## src/rtl/act_seq_pkg.sv

```systemverilog
`default_nettype none
// ============================================================================
// Module      : act_seq_pkg
// Description : Shared state encoding and drive-direction constants for the
//               actuator sequencer.
// Revision    : 1.0 - initial release
// ============================================================================
package act_seq_pkg;

  typedef enum logic [2:0] {
    IDLE      = 3'd0,
    DEAD      = 3'd1,
    DRIVE     = 3'd2,
    DONE_WAIT = 3'd3,
    FAULT     = 3'd4
  } state_t;

  localparam logic DIR_FWD = 1'b0;
  localparam logic DIR_REV = 1'b1;

  // Forward strokes end on the inserted switch, reverse strokes on home.
  function automatic logic target_hit(input logic dir, input logic lim_i, input logic lim_o);
    return (dir == DIR_FWD) ? lim_i : lim_o;
  endfunction

endpackage
`default_nettype wire

```

## src/rtl/sync_2ff.sv

```systemverilog
`default_nettype none
// ============================================================================
// Module      : sync_2ff
// Description : Single-bit two-flop synchronizer with asynchronous clear.
// Revision    : 1.0 - initial release
// ============================================================================
module sync_2ff (
  input  logic clk,
  input  logic rst_n,
  input  logic d,
  output logic q
);

  logic r_meta;
  logic r_q;

  always_ff @(posedge clk or negedge rst_n) begin
    if (!rst_n) begin
      r_meta <= 1'b0;
      r_q    <= 1'b0;
    end else begin
      r_meta <= d;
      r_q    <= r_meta;
    end
  end

  assign q = r_q;

endmodule
`default_nettype wire

```

## src/rtl/actuator_sequencer.sv

```systemverilog
`default_nettype none
// ============================================================================
// Module      : actuator_sequencer
// Description : Turns one-hot insert/release/reset/alarm command levels into
//               dead-timed, limit-bounded, timeout-guarded motor strokes.
// Revision    : 1.0 - initial release
// ============================================================================
module actuator_sequencer
  import act_seq_pkg::*;
#(
  parameter int DEAD_CYCLES    = 4,
  parameter int TIMEOUT_CYCLES = 1000,
  parameter int CNT_W          = 16
) (
  input  logic clk,
  input  logic rst_n,
  input  logic EN_INSERT,
  input  logic EN_RELEASE,
  input  logic EN_RESET,
  input  logic EN_ALARM,
  input  logic LIMIT_IN,
  input  logic LIMIT_OUT,
  output logic MOTOR_FWD,
  output logic MOTOR_REV,
  output logic BUSY,
  output logic DONE,
  output logic TIMEOUT_ERR,
  output logic SENSOR_ERR,
  output logic FAULT_OUT
);

  localparam logic [CNT_W-1:0] C_DEAD_END = CNT_W'(DEAD_CYCLES);
  localparam logic [CNT_W-1:0] C_TMO_END  = CNT_W'(TIMEOUT_CYCLES);
  localparam logic [CNT_W-1:0] C_ONE      = CNT_W'(1);

  logic w_lim_i;
  logic w_lim_o;

  sync_2ff u_sync_lim_in (
    .clk   (clk),
    .rst_n (rst_n),
    .d     (LIMIT_IN),
    .q     (w_lim_i)
  );

  sync_2ff u_sync_lim_out (
    .clk   (clk),
    .rst_n (rst_n),
    .d     (LIMIT_OUT),
    .q     (w_lim_o)
  );

  state_t           r_state;
  logic [CNT_W-1:0] r_cnt;
  logic             r_dir;
  logic             r_is_reset;
  logic             r_fwd;
  logic             r_rev;
  logic             r_busy;
  logic             r_done;
  logic             r_tmo;
  logic             r_sens;
  logic             r_fault;

  state_t           w_next_state;
  logic [CNT_W-1:0] w_next_cnt;
  logic             w_next_dir;
  logic             w_next_is_reset;
  logic             w_next_done;
  logic             w_next_tmo;
  logic             w_next_sens;
  logic             w_hit;
  logic             w_both;
  logic             w_any_cmd;

  assign w_hit     = target_hit(r_dir, w_lim_i, w_lim_o);
  assign w_both    = w_lim_i && w_lim_o;
  assign w_any_cmd = EN_INSERT || EN_RELEASE || EN_RESET || EN_ALARM;

  always_comb begin
    w_next_state    = r_state;
    w_next_cnt      = r_cnt;
    w_next_dir      = r_dir;
    w_next_is_reset = r_is_reset;
    w_next_done     = 1'b0;
    w_next_tmo      = r_tmo;
    w_next_sens     = r_sens;

    case (r_state)
      IDLE: begin
        w_next_cnt = '0;
        if (EN_ALARM) begin
          w_next_state = FAULT;
        end else if (EN_RESET) begin
          w_next_state    = DEAD;
          w_next_dir      = DIR_REV;
          w_next_is_reset = 1'b1;
        end else if (EN_INSERT) begin
          w_next_state    = DEAD;
          w_next_dir      = DIR_FWD;
          w_next_is_reset = 1'b0;
        end else if (EN_RELEASE) begin
          w_next_state    = DEAD;
          w_next_dir      = DIR_REV;
          w_next_is_reset = 1'b0;
        end
      end

      DEAD: begin
        if (EN_ALARM) begin
          w_next_state = FAULT;
        end else if (w_both) begin
          w_next_state = FAULT;
          w_next_sens  = 1'b1;
        end else if (r_cnt == C_DEAD_END) begin
          if (w_hit) begin
            // Already at the target: complete the stroke without driving.
            w_next_state = DONE_WAIT;
            w_next_done  = 1'b1;
            if (r_is_reset) begin
              w_next_tmo  = 1'b0;
              w_next_sens = 1'b0;
            end
          end else begin
            w_next_state = DRIVE;
            w_next_cnt   = C_ONE;
          end
        end else begin
          w_next_cnt = r_cnt + C_ONE;
        end
      end

      DRIVE: begin
        // r_cnt equals the number of cycles the motor has been driven so far.
        if (EN_ALARM) begin
          w_next_state = FAULT;
        end else if (w_both) begin
          w_next_state = FAULT;
          w_next_sens  = 1'b1;
        end else if (w_hit) begin
          w_next_state = DONE_WAIT;
          w_next_done  = 1'b1;
          if (r_is_reset) begin
            w_next_tmo  = 1'b0;
            w_next_sens = 1'b0;
          end
        end else if (r_cnt == C_TMO_END) begin
          w_next_state = FAULT;
          w_next_tmo   = 1'b1;
        end else begin
          w_next_cnt = r_cnt + C_ONE;
        end
      end

      DONE_WAIT: begin
        if (EN_ALARM) begin
          w_next_state = FAULT;
        end else if (!w_any_cmd) begin
          w_next_state = IDLE;
        end
      end

      FAULT: begin
        if (EN_RESET && !EN_ALARM) begin
          w_next_state    = DEAD;
          w_next_dir      = DIR_REV;
          w_next_is_reset = 1'b1;
          w_next_cnt      = '0;
        end
      end

      default: begin
        w_next_state = IDLE;
        w_next_cnt   = '0;
      end
    endcase
  end

  // Outputs are decoded from the next state so they change on the same edge.
  always_ff @(posedge clk or negedge rst_n) begin
    if (!rst_n) begin
      r_state    <= IDLE;
      r_cnt      <= '0;
      r_dir      <= DIR_FWD;
      r_is_reset <= 1'b0;
      r_fwd      <= 1'b0;
      r_rev      <= 1'b0;
      r_busy     <= 1'b0;
      r_done     <= 1'b0;
      r_tmo      <= 1'b0;
      r_sens     <= 1'b0;
      r_fault    <= 1'b0;
    end else begin
      r_state    <= w_next_state;
      r_cnt      <= w_next_cnt;
      r_dir      <= w_next_dir;
      r_is_reset <= w_next_is_reset;
      r_fwd      <= (w_next_state == DRIVE) && (w_next_dir == DIR_FWD);
      r_rev      <= (w_next_state == DRIVE) && (w_next_dir == DIR_REV);
      r_busy     <= (w_next_state == DEAD) || (w_next_state == DRIVE) ||
                    (w_next_state == DONE_WAIT);
      r_done     <= w_next_done;
      r_tmo      <= w_next_tmo;
      r_sens     <= w_next_sens;
      r_fault    <= (w_next_state == FAULT);
    end
  end

  assign MOTOR_FWD   = r_fwd;
  assign MOTOR_REV   = r_rev;
  assign BUSY        = r_busy;
  assign DONE        = r_done;
  assign TIMEOUT_ERR = r_tmo;
  assign SENSOR_ERR  = r_sens;
  assign FAULT_OUT   = r_fault;

endmodule
`default_nettype wire

```

## config.mk

```make
export PLATFORM = sky130hd
export DESIGN_NAME = actuator_sequencer
export DESIGN_NICKNAME = d
export VERILOG_FILES = /design/src/rtl/act_seq_pkg.sv /design/src/rtl/sync_2ff.sv /design/src/rtl/actuator_sequencer.sv
export SDC_FILE = /design/constraint.sdc
export NUM_CORES = 1
export LEC_CHECK = 0
export ABC_AREA = 1
export CORE_AREA = 2 2 68 70
export CTS_BUF_LIST = sky130_fd_sc_hd__clkbuf_4 sky130_fd_sc_hd__clkbuf_8
export CTS_CLUSTER_DIAMETER = 120
export DETAILED_ROUTE_END_ITERATION = 7
export DIE_AREA = 0 0 70 72
export GPL_ROUTABILITY_DRIVEN = 1
export PLACE_DENSITY_LB_ADDON = 0.08
export REMOVE_ABC_BUFFERS = 1
export SLEW_MARGIN = 20
export SYNTH_ARGS = -nofsm -noshare
export SYNTH_HDL_FRONTEND = slang
export SYNTH_SLANG_ARGS = --single-unit
```

## constraint.sdc

```tcl
create_clock -name clk -period 1.5 [get_ports clk]
set_input_delay 0.15 -clock clk [delete_from_list [all_inputs] [get_ports clk]]
set_output_delay 0.15 -clock clk [all_outputs]
set_load 0.05 [all_outputs]
```

==> impl_summary.log <==
[metrics] area enclosed by the die boundary: 5040 µm²
[metrics] total of max-cap violations: 0
[metrics] CTS tree: built
[metrics] DRC errors left: 0
[metrics] worst path required time: around 1.7 ns
[metrics] Layout fillers: 287
[metrics] combined area of the multi-input logic cells: 1400 µm²
[metrics] Placed Area: 2690 µm²
[metrics] area occupied by registers: 806 µm²
[metrics] routability cong.: 0.886
[metrics] areal power density over the cells: 1230 nW/µm²
[metrics] vias in the first global route: 2062
[metrics] effective utilization at floorplan: between 40 and 50%
[metrics] cell breakdown of the critical path: inv_2 > ha_4 > nand3_2 > nor2_4 > nand3_4 > a21oi_4 > nor2_4 > buf_12 > buf_12 > nand2_4 > o21ai_2
[metrics] Total Nets Final: 366
[metrics] highest fanout seen on the critical path: 8
[metrics] Data arrival, critical path: 1.90 ns
[metrics] clk buf depth: 2
[metrics] first-pass GRT wire length: ~9600 µm
[metrics] horizontal extent of the die: 70 µm
[metrics] unrepaired setup endpoints after global routing: yes
[metrics] result of the run: finished with violations
[metrics] Detailed Routing Iterations Pass 1: 4
[metrics] number of failing hold endpoints at the final stage: 0
[metrics] number of port buffers: 14
[metrics] final routed wirelength across all metal layers: 6120 µm
[metrics] maximum operating frequency: 583 MHz
[metrics] routed via count divided by cell count: between 5 and 6
[metrics] number of placed I/O pins: 15
[metrics] worst-margin pin slew: approximately 0.42 ns
[metrics] Antenna Cells: 0
[metrics] post-detailed-route count of antenna-violating nets: 0
[metrics] mean cell area of the mapped netlist: between 7 and 8 µm²
[metrics] crit path capture type: flip-flop
[metrics] number of buffers inserted during clock tree synthesis: 5
[metrics] Slew Limit Fails: 0
[metrics] total number of H-tree levels: 2
[metrics] worst hold margin: 0.271 ns
[metrics] height of the chip: ~70 µm
[metrics] drt first-iter violations: 181
[metrics] Final min period: 1.72 ns
[metrics] Static Leakage: 1.57 nW
[metrics] number of buffers added to fix hold violations after cts: 0
[metrics] initial antenna violation count: 0
[metrics] source-to-sink clock delay at the later pin of the worst-skew pair: around 0.29 ns
[metrics] most common cell after layout, fill and taps aside: sky130_fd_sc_hd__buf_4
[metrics] Total Negative Setup Slacks: -3.90 ns
[metrics] HPWL after DPL: 3790 µm
[metrics] fraction of final layout cells sized beyond drive strength 1: 49.6%
[metrics] buffer cell driving the clock tree root: sky130_fd_sc_hd__clkbuf_8
[metrics] cell row count: 24
[metrics] top library cells by usage in the layout, fill and taps aside: 67 x sky130_fd_sc_hd__buf_4, 46 x sky130_fd_sc_hd__nand2_1, 28 x sky130_fd_sc_hd__dfrtp_1
[metrics] share of the core filled with cells in the final layout: 76.4%
[metrics] Congestion Overflow GR: 0
[metrics] post-route design area: 3260 µm²
[metrics] area growth from synthesis to final layout: 55.3%
[metrics] Vias: 2161
[metrics] post-synth design cell area: 2100 µm²
[metrics] count of warnings emitted by yosys: 0
[metrics] number of synthesized register bits: 32
[metrics] GR Util All Layers: 24.2%
[metrics] Worst setup SP type: flip-flop
[metrics] Setup Crit Path Kind: flip-flop to flip-flop
[metrics] pin count of the biggest net entering global routing: 33
[metrics] library cell contributing the largest single delay on the critical path: sky130_fd_sc_hd__dfrtp_1
[metrics] number of clock sinks seen by CTS: 32
[metrics] setup-violating endpoint count in the final report: 25
[metrics] Post-Synthesis Cells: 271
[metrics] post-route clock period utilization: 114%
[metrics] clock skew: 0.00681 ns
[metrics] stage delay of the slowest cell on the critical path: about 0.40 ns
[metrics] worst relative slew slack: between 70% and 80%
[metrics] sequential fraction of the synthesis area: 38.2%
[metrics] count of cell types in the netlist: 32
[metrics] type of the tightest min-delay check: input pin to asynchronous set/reset pin
[metrics] setup ws final: -0.215 ns
[metrics] maximum vdd drop: roughly 860 µV
[metrics] Total Power Consumption: about 0.0040 W
[metrics] failing checks: negative setup slack
[metrics] DR WL/cell: 15.0 µm
[metrics] Core Footprint: 4260 µm²
[metrics] clock edge transition at the registers on the reported setup and hold paths: 0.07 ns
[final timing paths]
kind                                      start                   end  slack (ns)  depth (start not counted)
min reg2reg                u_sync_lim_in.r_meta       u_sync_lim_in.q        0.36                          0
min                                       rst_n            r_state[2]        0.27                          2
max reg2reg                            r_cnt[1]              r_cnt[5]       -0.22                         11
max                                    r_cnt[1]              r_cnt[5]       -0.22                         11
min in group clk                       LIMIT_IN  u_sync_lim_in.r_meta        0.30                          1
max in group asynchronous                 rst_n              r_cnt[6]        0.90                          2
[power breakdown]
| group | leakage, nW | switching [W] | internal (W) | total, W |
|---|---|---|---|---|
| registers | 0.418 | 0.000104 | 0.000975 | 0.00108 |
| clock network | 0.0541 | 0.000348 | 0.000491 | 0.000840 |
| logic | 1.10 | 0.00118 | 0.000924 | 0.00210 |
| total | 1.57 | 0.00163 | 0.00239 | 0.00402 |
[cells by family (layout without fill, tap and decap cells)]
group	count (synthesis)	in the layout	synth area share (%)
fa+ha+maj	2	2	1.19
simple gates	146	146	35.3
xor+xnor	7	7	2.92
flops	32	32	38.2
compound gates	42	42	13.7
buf+inv	42	128	8.71
[sequential cells by signal (all words and copies together), names as in the netlist]
name,cells
u_sync_lim_in.q,1
SENSOR_ERR,1
BUSY,1
r_is_reset,1
u_sync_lim_in.r_meta,1
DONE,1
MOTOR_REV,1
r_cnt,16
TIMEOUT_ERR,1
u_sync_lim_out.q,1
r_state,3
u_sync_lim_out.r_meta,1
MOTOR_FWD,1
r_dir,1
FAULT_OUT,1
[Yosys cell counts]
cell type	count	area (µm²)
sky130_fd_sc_hd__nand2_1	54	203
sky130_fd_sc_hd__dfrtp_1	32	801
sky130_fd_sc_hd__inv_1	28	105
sky130_fd_sc_hd__nand3_1	27	135
sky130_fd_sc_hd__nor2_1	26	97.6
sky130_fd_sc_hd__a21oi_1	15	75.1
sky130_fd_sc_hd__nand2_2	15	93.8
sky130_fd_sc_hd__o21ai_2	15	131
sky130_fd_sc_hd__inv_2	8	30.0
sky130_fd_sc_hd__nand4_1	7	43.8
sky130_fd_sc_hd__xor2_1	7	61.3
sky130_fd_sc_hd__nor3_1	4	20.0
sky130_fd_sc_hd__buf_6	3	33.8
sky130_fd_sc_hd__nand2_4	3	33.8
sky130_fd_sc_hd__nor3_2	3	30.0
sky130_fd_sc_hd__o21ai_0	3	15.0
sky130_fd_sc_hd__clkbuf_1	2	7.51
sky130_fd_sc_hd__ha_1	2	25.0
sky130_fd_sc_hd__nor2_2	2	12.5
sky130_fd_sc_hd__nor3_4	2	32.5
sky130_fd_sc_hd__o211ai_1	2	15.0
sky130_fd_sc_hd__a21oi_2	1	8.76
sky130_fd_sc_hd__a22oi_1	1	7.51
sky130_fd_sc_hd__a31o_2	1	8.76
sky130_fd_sc_hd__inv_4	1	6.26
sky130_fd_sc_hd__nand3_2	1	10.0
sky130_fd_sc_hd__nand3b_1	1	7.51
sky130_fd_sc_hd__nand3b_4	1	20.0
sky130_fd_sc_hd__o21a_1	1	7.51
sky130_fd_sc_hd__o21ai_1	1	5.00
sky130_fd_sc_hd__o21bai_1	1	7.51
sky130_fd_sc_hd__o22ai_1	1	6.26
[worst max-delay path, delay by kind of cell (launching register included)]
kind,cells,cell delay (ns)
flip-flops,1,0.40
AND/OR/NAND/NOR,5,0.45
buffers and inverters,3,0.38
adder cells (fa/ha/maj),1,0.14
AO/OA/AOI/OAI,2,0.23
[metrics by stage]
step | setup WS [ns] | instances
after floorplan | -0.936 | 266
after global placement | -0.177 | 388
after detailed placement | -0.188 | 388
after CTS | -0.148 | 405
after global routing | -0.279 | 409
final | -0.215 | 409
[per-layer routing]
| metal | part of all wire (%) | track usage (%) | up-vias |
|---|---|---|---|
| met5 | 0 | 0 | - |
| met4 | 2.1 | 7.69 | 0 |
| met3 | 5.0 | 4.31 | 11 |
| met2 | 48 | 38.1 | 57 |
| met1 | 45 | 34.4 | 1042 |
| li1 | - | - | 1051 |
[area by class of cell]
| type | count | area share [%] |
|---|---|---|
| Multi-Input combinational cell | 197 | 43.0 |
| Sequential cell | 32 | 24.7 |
| Timing Repair Buffer | 83 | 22.5 |
| Inverter | 37 | 4.34 |
| Clock buffer | 5 | 2.11 |
| Tap cell | 52 | 2.00 |
| Clock inverter | 3 | 1.31 |
[what timing repair did]
action,in CTS,in global routing
resized for setup,47,29
pin swaps,17,9
buffers inserted,7,5
cloned,2,0
setup endpoints to repair,22,28
(Power assumes the default switching activity.)
